--- config.mk ---
export PLATFORM = sky130hd
export DESIGN_NAME = mem_wb_stage
export DESIGN_NICKNAME = d
export VERILOG_FILES = /design/src/rtl/mem_wb_stage.sv
export SDC_FILE = /design/constraint.sdc
export NUM_CORES = 1
export LEC_CHECK = 0
export ABC_CLOCK_PERIOD_IN_PS = 2200
export CAP_MARGIN = 20
export CORE_MARGIN = 2
export CORE_UTILIZATION = 32
export CTS_BUF_LIST = sky130_fd_sc_hd__clkbuf_16
export CTS_CLUSTER_DIAMETER = 120
export DETAILED_ROUTE_END_ITERATION = 7
export PLACE_DENSITY = 0.78
export SYNTH_ARGS = -nofsm -noshare
export SYNTH_HDL_FRONTEND = slang
export SYNTH_SLANG_ARGS = --single-unit
--- constraint.sdc ---
create_clock -name clk -period 2.2 [get_ports clk]
set_clock_uncertainty 0.1 [all_clocks]
set_input_delay 0.44 -clock clk [delete_from_list [all_inputs] [get_ports clk]]
set_output_delay 0.44 -clock clk [all_outputs]
set_load 0.05 [all_outputs]
--- src/rtl/mem_wb_stage.sv ---
// mem_wb_stage: memory-access stage plus MEM/WB pipeline register.
// Aligned loads and stores take a two-state handshake (IDLE -> ACCESS) with
// the data memory. The upstream pipeline is held via stall_o until mem_ack
// arrives. Misaligned accesses are dropped and flagged with MisAlign_o.
// Ports:
//   clk, reset                  clock, asynchronous active-high reset
//   AluRes_i/Op2_i/PC_i         EX/MEM ALU result (byte address), store data, PC
//   MemWr_i/MemRd_i             store / load request (store wins if both set)
//   MemtoReg_i, RegWr_i, Rf_i   writeback select, write enable, dest register
//   Ins_i                       instruction word
//   mem_req/mem_we/mem_addr/mem_wdata   data-memory request side
//   mem_rdata/mem_ack           data-memory response side
//   stall_o                     holds EX/MEM and earlier stages
//   WbData_o/Rf_o/RegWr_o/Ins_o MEM/WB register
//   MisAlign_o                  one-cycle pulse for a dropped misaligned access
module mem_wb_stage (
  input  logic        clk,
  input  logic        reset,
  input  logic [31:0] AluRes_i,
  input  logic [31:0] Op2_i,
  input  logic [31:0] PC_i,
  input  logic        MemWr_i,
  input  logic        MemRd_i,
  input  logic [1:0]  MemtoReg_i,
  input  logic        RegWr_i,
  input  logic [4:0]  Rf_i,
  input  logic [31:0] Ins_i,
  output logic        mem_req,
  output logic        mem_we,
  output logic [31:0] mem_addr,
  output logic [31:0] mem_wdata,
  input  logic [31:0] mem_rdata,
  input  logic        mem_ack,
  output logic        stall_o,
  output logic [31:0] WbData_o,
  output logic [4:0]  Rf_o,
  output logic        RegWr_o,
  output logic [31:0] Ins_o,
  output logic        MisAlign_o
);

  typedef enum logic {IDLE, ACCESS} state_t;

  state_t      state, state_nxt;
  logic        mem_op;
  logic        is_load;
  logic        aligned;
  logic        load_instr;
  logic        regwr_nxt;
  logic        mis_nxt;
  logic [31:0] wb_sel;

  assign mem_op  = MemRd_i | MemWr_i;
  assign is_load = MemRd_i & ~MemWr_i;
  assign aligned = (AluRes_i[1:0] == 2'b00);

  // Read data is only meaningful on the completing ACCESS cycle of a load.
  always_comb begin
    wb_sel = AluRes_i;
    case (MemtoReg_i)
      2'b01:   wb_sel = (state == ACCESS && is_load) ? mem_rdata : AluRes_i;
      2'b10:   wb_sel = PC_i + 32'd4;
      default: wb_sel = AluRes_i;
    endcase
  end

  always_comb begin
    state_nxt  = state;
    stall_o    = 1'b0;
    mem_req    = 1'b0;
    mem_we     = 1'b0;
    mem_addr   = {AluRes_i[31:2], 2'b00};
    mem_wdata  = Op2_i;
    load_instr = 1'b0;
    regwr_nxt  = RegWr_i;
    mis_nxt    = 1'b0;
    case (state)
      IDLE: begin
        if (mem_op && aligned) begin
          stall_o   = 1'b1;
          state_nxt = ACCESS;
        end else if (mem_op) begin
          // Dropped access: instruction retires but must not write back.
          load_instr = 1'b1;
          regwr_nxt  = 1'b0;
          mis_nxt    = 1'b1;
        end else begin
          load_instr = 1'b1;
        end
      end
      ACCESS: begin
        mem_req = 1'b1;
        mem_we  = MemWr_i;
        if (mem_ack) begin
          state_nxt  = IDLE;
          load_instr = 1'b1;
        end else begin
          stall_o = 1'b1;
        end
      end
      default: state_nxt = IDLE;
    endcase
  end

  always_ff @(posedge clk or posedge reset) begin
    if (reset) begin
      state      <= IDLE;
      WbData_o   <= '0;
      Rf_o       <= '0;
      RegWr_o    <= 1'b0;
      Ins_o      <= '0;
      MisAlign_o <= 1'b0;
    end else begin
      state      <= state_nxt;
      MisAlign_o <= mis_nxt;
      if (load_instr) begin
        WbData_o <= wb_sel;
        Rf_o     <= Rf_i;
        RegWr_o  <= regwr_nxt;
        Ins_o    <= Ins_i;
      end else begin
        WbData_o <= '0;
        Rf_o     <= '0;
        RegWr_o  <= 1'b0;
        Ins_o    <= '0;
      end
    end
  end

endmodule

* Yosys cells after proc, flatten, opt, wreduce, memory -nomap -nowiden
Index checks and enable logic that the tools add are counted.
Storage, ports and cells: register bits 72, latch bits 0, bits in writable memories 0, ROM bits 0, bits of input ports 173, output and inout port bits 138, word-level logic and storage cells 36, memories 0
Cells by class: $add $sub $neg 1, multipliers 0, divide/modulo/power cells 0, $lt $le $gt $ge 0, equal/unequal tests 2, shifts and indexed selects 0, multiplexer cells 20, bitwise operators 4, reductions and logical operators 3
Operator list (count):
- $mux W32 | 3
- $pmux W32 S2 | 1
- $add A32 B3 Y32 const B | 1
- $mux W1 | 13
- $mux W5 | 1
- $pmux W1 S2 | 2
- $eq A2 B1 Y1 const B | 1
- $eq A2 B2 Y1 const B | 1
- $logic_and A1 B1 Y1 | 2
- $logic_not A2 Y1 | 1
- $not A1 Y1 | 2
- $and A1 B1 Y1 | 1
- $or A1 B1 Y1 | 1

* Depth between registers and ports, before layout
Gate-level depths: netlist (run 1).
depth after elaboration 6, gate-level depth with buffers 8, depth with buffers taken out 7

* Worst setup path after synthesis (run 1)
OpenSTA, ideal clock, no wires.
path type flip-flop to output port, start point register state, end point output port stall_o, arrival 1962 ps, data required time 1660 ps, slack -302 ps, cell stages (with the launch flop) 4, buffers on the path 1, cell sequence dfrtp_1 o41a_1 inv_2 clkbuf_1
On the way: word-level cells in the longest chain between the ends 2
RTL lines:
- start, declared | line 44 | state_t state, state_nxt;
- start signal, assigned | line 114 | state <= state_nxt;
- $not A1 Y1
- $pmux W1 S2 (*) | line 77 | case (state)
- end, declared | line 34 | output logic stall_o,
Mark *: on every way between the ends. The rest lies on a longest branch, timed or not.

* Final worst setup path (run 1)
start point input port AluRes_i[1], end point output port stall_o
On the way: word-level cells in the longest chain between the ends 4
RTL lines:
- start, declared | line 19 | input logic [31:0] AluRes_i,
- $logic_not A2 Y1 | line 55 | assign aligned = (AluRes_i[1:0] == 2'b00);
- $logic_and A1 B1 Y1 | line 79 | if (mem_op && aligned) begin
- $mux W1 | line 79
- $pmux W1 S2 | line 77
No other way between the ends.

==> flow_summary.yaml, run 1 <==
synthesis:
  syn-mean-instance-area_um2: 9.49
  synth.largest_area_cell: "dfrtp_1"
  synth_top_area_share_pct: 40.8
  synthesis.area_um2: 4410
  ys_ff_latch: 72
  yosysWarningCount: 0
  ys_seq_area_share_pct: 40.8
  syn-instance-count: 465
  synth.top_cells.by_area: "dfrtp_1 (41%), buf_4 (11%), and2_1 (5.4%), a22o_1 (3.4%), o32ai_2 (3.3%)"
  synth.distinct_cells: 51
placement:
  numPortBuffers: 244
  place_hpwl_um: 13600
  dp_cells: 858
  dpl-instance-area_um2: 7340
  gp_congestion: 0.870
  place_ws_ns: -0.588
grt:
  grt_pass1_wl_um: 25700
  grt_start_max_net_pins: 73
  antenna_found_initial: 0
  grt_pass1_vias: 4660
  grt_overflow: 0
  grt.total_usage_pct: 22.9
cells_and_area:
  nNetsFinal: 877
  design_area_um2: 7830
  final_cells: 882
  final_layout_size_suffix_gt1_share_pct: 22.1
  diodes: 0
  area_growth_pct: 77.4
  n_fill_cell: 1122
worst_setup_path:
  path_cells: "clkdlybuf4s50_1 -> o41a_2 -> inv_4 -> buf_12"
  worstPathRequired_ns: 1.66
  path_class: "input port to output port"
  critPathMaxStageDelay_ns: 0.54
  path_max_fanout: 2
  cp_num_buf_inv: 3
  endpoint_kind: "output port"
  cp_top_family: "buffers and inverters"
  slowest_stage: "o41a_2"
  start_kind: "input port"
  arrival_ns: 1.63
pwr:
  internal_power_mw: 3.41
  pwr_density_cell_nw_per_um2: 660
  p_sw_share_pct: 34.0
  switchingPower_mw: 1.75
  power_leakage_nw: 3.30
  ir_drop_uv: 432
  clock_power_share_pct: 32.6
  seqPwrFrac_pct: 29.2
  combPwrFrac_pct: 38.2
detailed_routing:
  avgRoutedWirePerCell_um: 19.6
  dr.first_iter.drc_count: 302
  drt_wl_total_um: 17300
  first_pass_iters: 5
  num_vias: 4442
  wl_met3_um: 1460
  highest_layer: "met4"
  drt-met1-wl_um: 6150
  drc: 0
  met2_length_um: 9290
  vias_per_cell: 5.04
  drtAntennaViolNets: 0
floorplan:
  die_w_um: 121
  die_h_um: 121
  die_area_um2: 14800
  pin_count: 311
  rows: 42
  start_util_pct: 33.1
  core_area_um2: 13300
clock_network:
  cts_root_buf: "clkbuf_16"
  cts_buffer_depth: 2
  clk_pin_slew_worst_paths_ns: 0.06
  htreeDepth: 3
  cts.sinks: 72
  numCtsBuffers: 9
  cts_tree: "built"
  insertion_delay_ns: 0.32
  cts_hold_buf: 0
sta:
  relSlewSlack_pct: 64.5
  hold_viol: 0
  tightest_slew_ns: 0.531
  finalSetupViolations: 0
  finalCritPeriodShare_pct: 98.9
  finalSetupTns_ns: 0
  layout_min_cycle_time_ns: 2.17
  slew_violations: 0
  setup_slack_ns: 0.0250
  holdWs_ns: 0.482
  fmax_mhz: 460
min_path:
  hold_class: "input port to asynchronous set/reset pin"
run:
  drv_cap: 0
outcome:
  outcome: "completed"
## cell usage after synthesis, drive strengths merged
library cell and count:
nor3 11, nand2 35, o211ai 2, clkbuf 25
or4 1, xnor2 15, nand2b 5, nor2b 2
dfrtp 72, conb 1, o221ai 1, a222oi 5
nor4 10, or2 1, and3b 1, a211oi 1
inv 10, ha 3, and2 38, a22o 17
xor2 10, a22oi 17, nor2 31, a32oi 1
a21oi 6, nand4 5, o22ai 1, a31oi 6
a311oi 1, buf 67, and3 1, o21a 3
o21ai 31, o31a 2, a221oi 3, o41a 1
nand3 9, and4 2, o32ai 11, nand3b 1
## placed cells by master (no fill, tap or decap), types with 6 or more instances in the layout
cell             instances
a21oi_1                  6
a22o_1                  17
a22oi_1                 17
a31oi_1                  6
and2_1                  38
buf_12                  37
buf_4                   64
clkbuf_16                9
clkdlybuf4s50_1        196
dfrtp_1                 72
dlygate4sd2_1           13
inv_1                    7
nand2_1                 35
nand3_1                  7
nor2_1                  30
o21ai_0                 16
o21ai_1                 15
o32ai_2                  9
xnor2_1                 15
xor2_1                  10
## cells by family (layout without fill, tap and decap cells)
kind of cell | after synthesis | count (layout) | synth area share (%)
buffers and inverters | 102 | 341 | 14.5
AO/OA/AOI/OAI | 109 | 109 | 19.2
adder cells (fa/ha/maj) | 3 | 3 | 0.850
flip-flops | 72 | 72 | 40.8
XOR/XNOR | 25 | 25 | 4.96
other | 1 | 2 | 0.0850
AND/OR/NAND/NOR | 153 | 154 | 19.6
## layout make-up
type,count,area (µm²),share of cell area [%]
Clock inverter,7,119,1.52
Tap cell,176,220,2.81
Inverter,10,43.8,0.559
Sequential cell,72,1800,23.0
Multi-Input combinational cell,293,2060,26.3
Timing Repair Buffer,315,3360,42.9
Clock buffer,9,225,2.88
## final timing paths
path	from	end	slack [ns]	depth (start not counted)
max	AluRes_i[1]	stall_o	0.03	4
min	reset	Ins_o[30]	0.48	3
max reg2reg	state	Ins_o[12]	0.29	4
min reg2reg	state	MisAlign_o	0.49	1
max in group asynchronous	reset	WbData_o[4]	1.21	3
min in group clk	state	MisAlign_o	0.49	1
## metal layers
metal  up-vias  track usage (%)
li1       2057                -
met1      2115             25.0
met2       240             42.6
met3        30             6.02
met4         0             7.97
met5         -                0
## worst min-delay path, stage by stage
cell and delay (ns):
clkdlybuf4s50_1 0.44, clkinvlp_4 0.10, buf_12 0.33
## metrics by stage
stage	total power, mW	utilization [%]
finish	5.17	58.7
global route	5.38	58.7
CTS	5.22	58.1
detailed placement	3.50	55.0
global placement	3.47	55.0
floorplan	2.74	-
## power by group through the flow
stage               Combinational (mW)  Sequential [mW]  Clock [mW]
floorplan                        0.700             2.04           0
global placement                  1.94             1.53           0
global route                      2.07             1.52        1.79
finish                            1.97             1.51        1.68
CTS                               1.98             1.51        1.73
detailed placement                1.97             1.53           0
## state kept, by name (all words and copies together), names as in the netlist
register    flops
Ins_o          32
MisAlign_o      1
RegWr_o         1
Rf_o            5
WbData_o       32
state           1
## what timing repair did
action / in CTS / in global routing
setup endpoints to repair: 14 / 14
pin swaps: 7 / 5
buffers inserted: 5 / 2
gates resized for setup: 19 / 14
endpoints found under the hold margin: 0 / 0
cloned: 1 / 0
(Power assumes the default switching activity.)
==> run 2, diff against run 1 <==
Settings changed: RECOVER_POWER set to 100, SKIP_CTS_REPAIR_TIMING set to 1.
==> run 2 against run 1 <==
Net effect: utilization increased by 0.43 points; largest power group unchanged; clock-buffer cell count unchanged; clock power about the same; first-iteration DRC count decreased by 2.3%; critical endpoint unchanged; largest cell class unchanged; routed wire length increased by 0.86%; sequential share of layout area is 0.17 points lower; worst setup slack better by 0.0031 ns; combinational power barely moved; cell count increased by 0.11%.
==> flow_summary.yaml, run 2 (synthesized netlist as in run 1, its figures left out) <==
pwr:
  clock_power_share_pct: 32.7
  power_mw: 5.15
  power_leakage_nw: 3.43
  p_sw_share_pct: 34.1
  internal_power_mw: 3.40
  pwr_density_cell_nw_per_um2: 653
  switchingPower_mw: 1.75
  combPwrFrac_pct: 38.0
  ir_drop_uv: 431
  seqPwrFrac_pct: 29.3
grt:
  grt_start_max_net_pins: 73
  grt_pass1_wl_um: 25100
  grt.total_usage_pct: 22.4
  grt_pass1_vias: 4607
  grt_overflow: 0
  antenna_found_initial: 0
detailed_routing:
  highest_layer: "met4"
  drt_wl_total_um: 17400
  drc: 0
  num_vias: 4459
  first_pass_iters: 5
  drtAntennaViolNets: 0
  drt-met1-wl_um: 6280
  met2_length_um: 9180
  avgRoutedWirePerCell_um: 19.7
  dr.first_iter.drc_count: 295
  vias_per_cell: 5.05
  wl_met3_um: 1540
worst_setup_path:
  crit_start: "AluRes_i[1]"
  crit_end: "stall_o"
  arrival_ns: 1.63
  r2r_slack_ns: 0.17
  r2r_cells: 4
  worstPathRequired_ns: 1.66
  start_kind: "input port"
  rr_startpoint: "state"
  path_max_fanout: 2
  reg2reg_to: "Ins_o[7]"
  path_class: "input port to output port"
  endpoint_kind: "output port"
run:
  drv_cap: 0
floorplan:
  start_util_pct: 33.1
  rows: 42
  die_h_um: 121
  pin_count: 311
  die_w_um: 121
  core_area_um2: 13300
  die_area_um2: 14800
clock_network:
  cts_root_buf: "clkbuf_16"
  numCtsBuffers: 9
  cts.sinks: 72
  htreeDepth: 3
  insertion_delay_ns: 0.32
  clk_pin_slew_worst_paths_ns: 0.06
  cts_tree: "built"
  cts_buffer_depth: 2
sta:
  layout_min_cycle_time_ns: 2.17
  setup_slack_ns: 0.0281
  tightest_slew_ns: 0.987
  slew_violations: 0
  hold_viol: 0
  holdWs_ns: 0.397
  finalSetupViolations: 0
  fmax_mhz: 460
  relSlewSlack_pct: 34.2
  finalCritPeriodShare_pct: 98.7
cells_and_area:
  n_fill_cell: 1112
  layout_commonest_cell: "clkdlybuf4s50_1"
  final_cell_mix: "clkdlybuf4s50_1 (163), dfrtp_1 (72), buf_4 (59), and2_1 (37), buf_12 (36)"
  seqCellArea_um2: 1800
  final_cells: 883
  multi_input_area_um2: 2080
  final_util_pct: 59.1
  area_growth_pct: 78.7
  reg_top3: "Ins_o: 32 flops, WbData_o: 32 flops, Rf_o: 5 flops"
  diodes: 0
  final_layout_size_suffix_gt1_share_pct: 21.9
  nNetsFinal: 878
placement:
  dp_cells: 858
  place_hpwl_um: 13600
  numPortBuffers: 244
  gp_congestion: 0.870
  place_ws_ns: -0.588
min_path:
  hold_class: "input port to flop"
outcome:
  outcome: "completed"
==> run 2: area by class of cell <==
type / count / share of cell area, %
tap: 176 / 2.79
clock inverter: 7 / 1.51
inverter: 10 / 0.555
multi-input combinational: 293 / 26.4
clock buffer: 9 / 2.86
sequential: 72 / 22.8
timing repair buffer: 316 / 43.1
==> run 2: worst min-delay path by stage <==
stage              from    endpoint  slack, ns  cells past startpoint
2_1_floorplan  Ins_i[0]    Ins_o[0]       0.47                      1
3_3_place_gp      state  MisAlign_o       0.46                      1
3_5_place_dp      state  MisAlign_o       0.47                      1
4_1_cts           state  MisAlign_o       0.48                      1
5_1_grt         MemRd_i  MisAlign_o       0.40                      3
6_report        MemRd_i  MisAlign_o       0.40                      3
==> run 2: worst max-delay path, stage by stage <==
cell	delay [ns]
clkdlybuf4s50_1	0.44
o41a_2	0.53
inv_4	0.09
buf_12	0.13
==> run 2: stage by stage <==
stage / setup TNS [ns] / cell area [µm²]
after global routing: -0.00318 / 7890
after detailed placement: -8.90 / 7340
final: 0 / 7890
after global placement: -7.77 / 7340
after CTS: -1.38 / 7690
after floorplan: 0 / 4420
==> run 2: metal layers <==
layer / global-route usage (%) / vias up
met3: 6.06 / 39
met5: 0 / -
li1: - / 2053
met1: 24.0 / 2116
met4: 7.83 / 0
met2: 41.8 / 251
==> run 2: power groups by stage <==
stage / Sequential [mW] / Combinational [mW] / Clock (mW)
2_1_floorplan: 2.04 / 0.700 / 0
3_3_place_gp: 1.53 / 1.94 / 0
3_5_place_dp: 1.53 / 1.97 / 0
4_1_cts: 1.51 / 1.97 / 1.73
5_1_grt: 1.52 / 2.05 / 1.79
6_report: 1.51 / 1.96 / 1.68
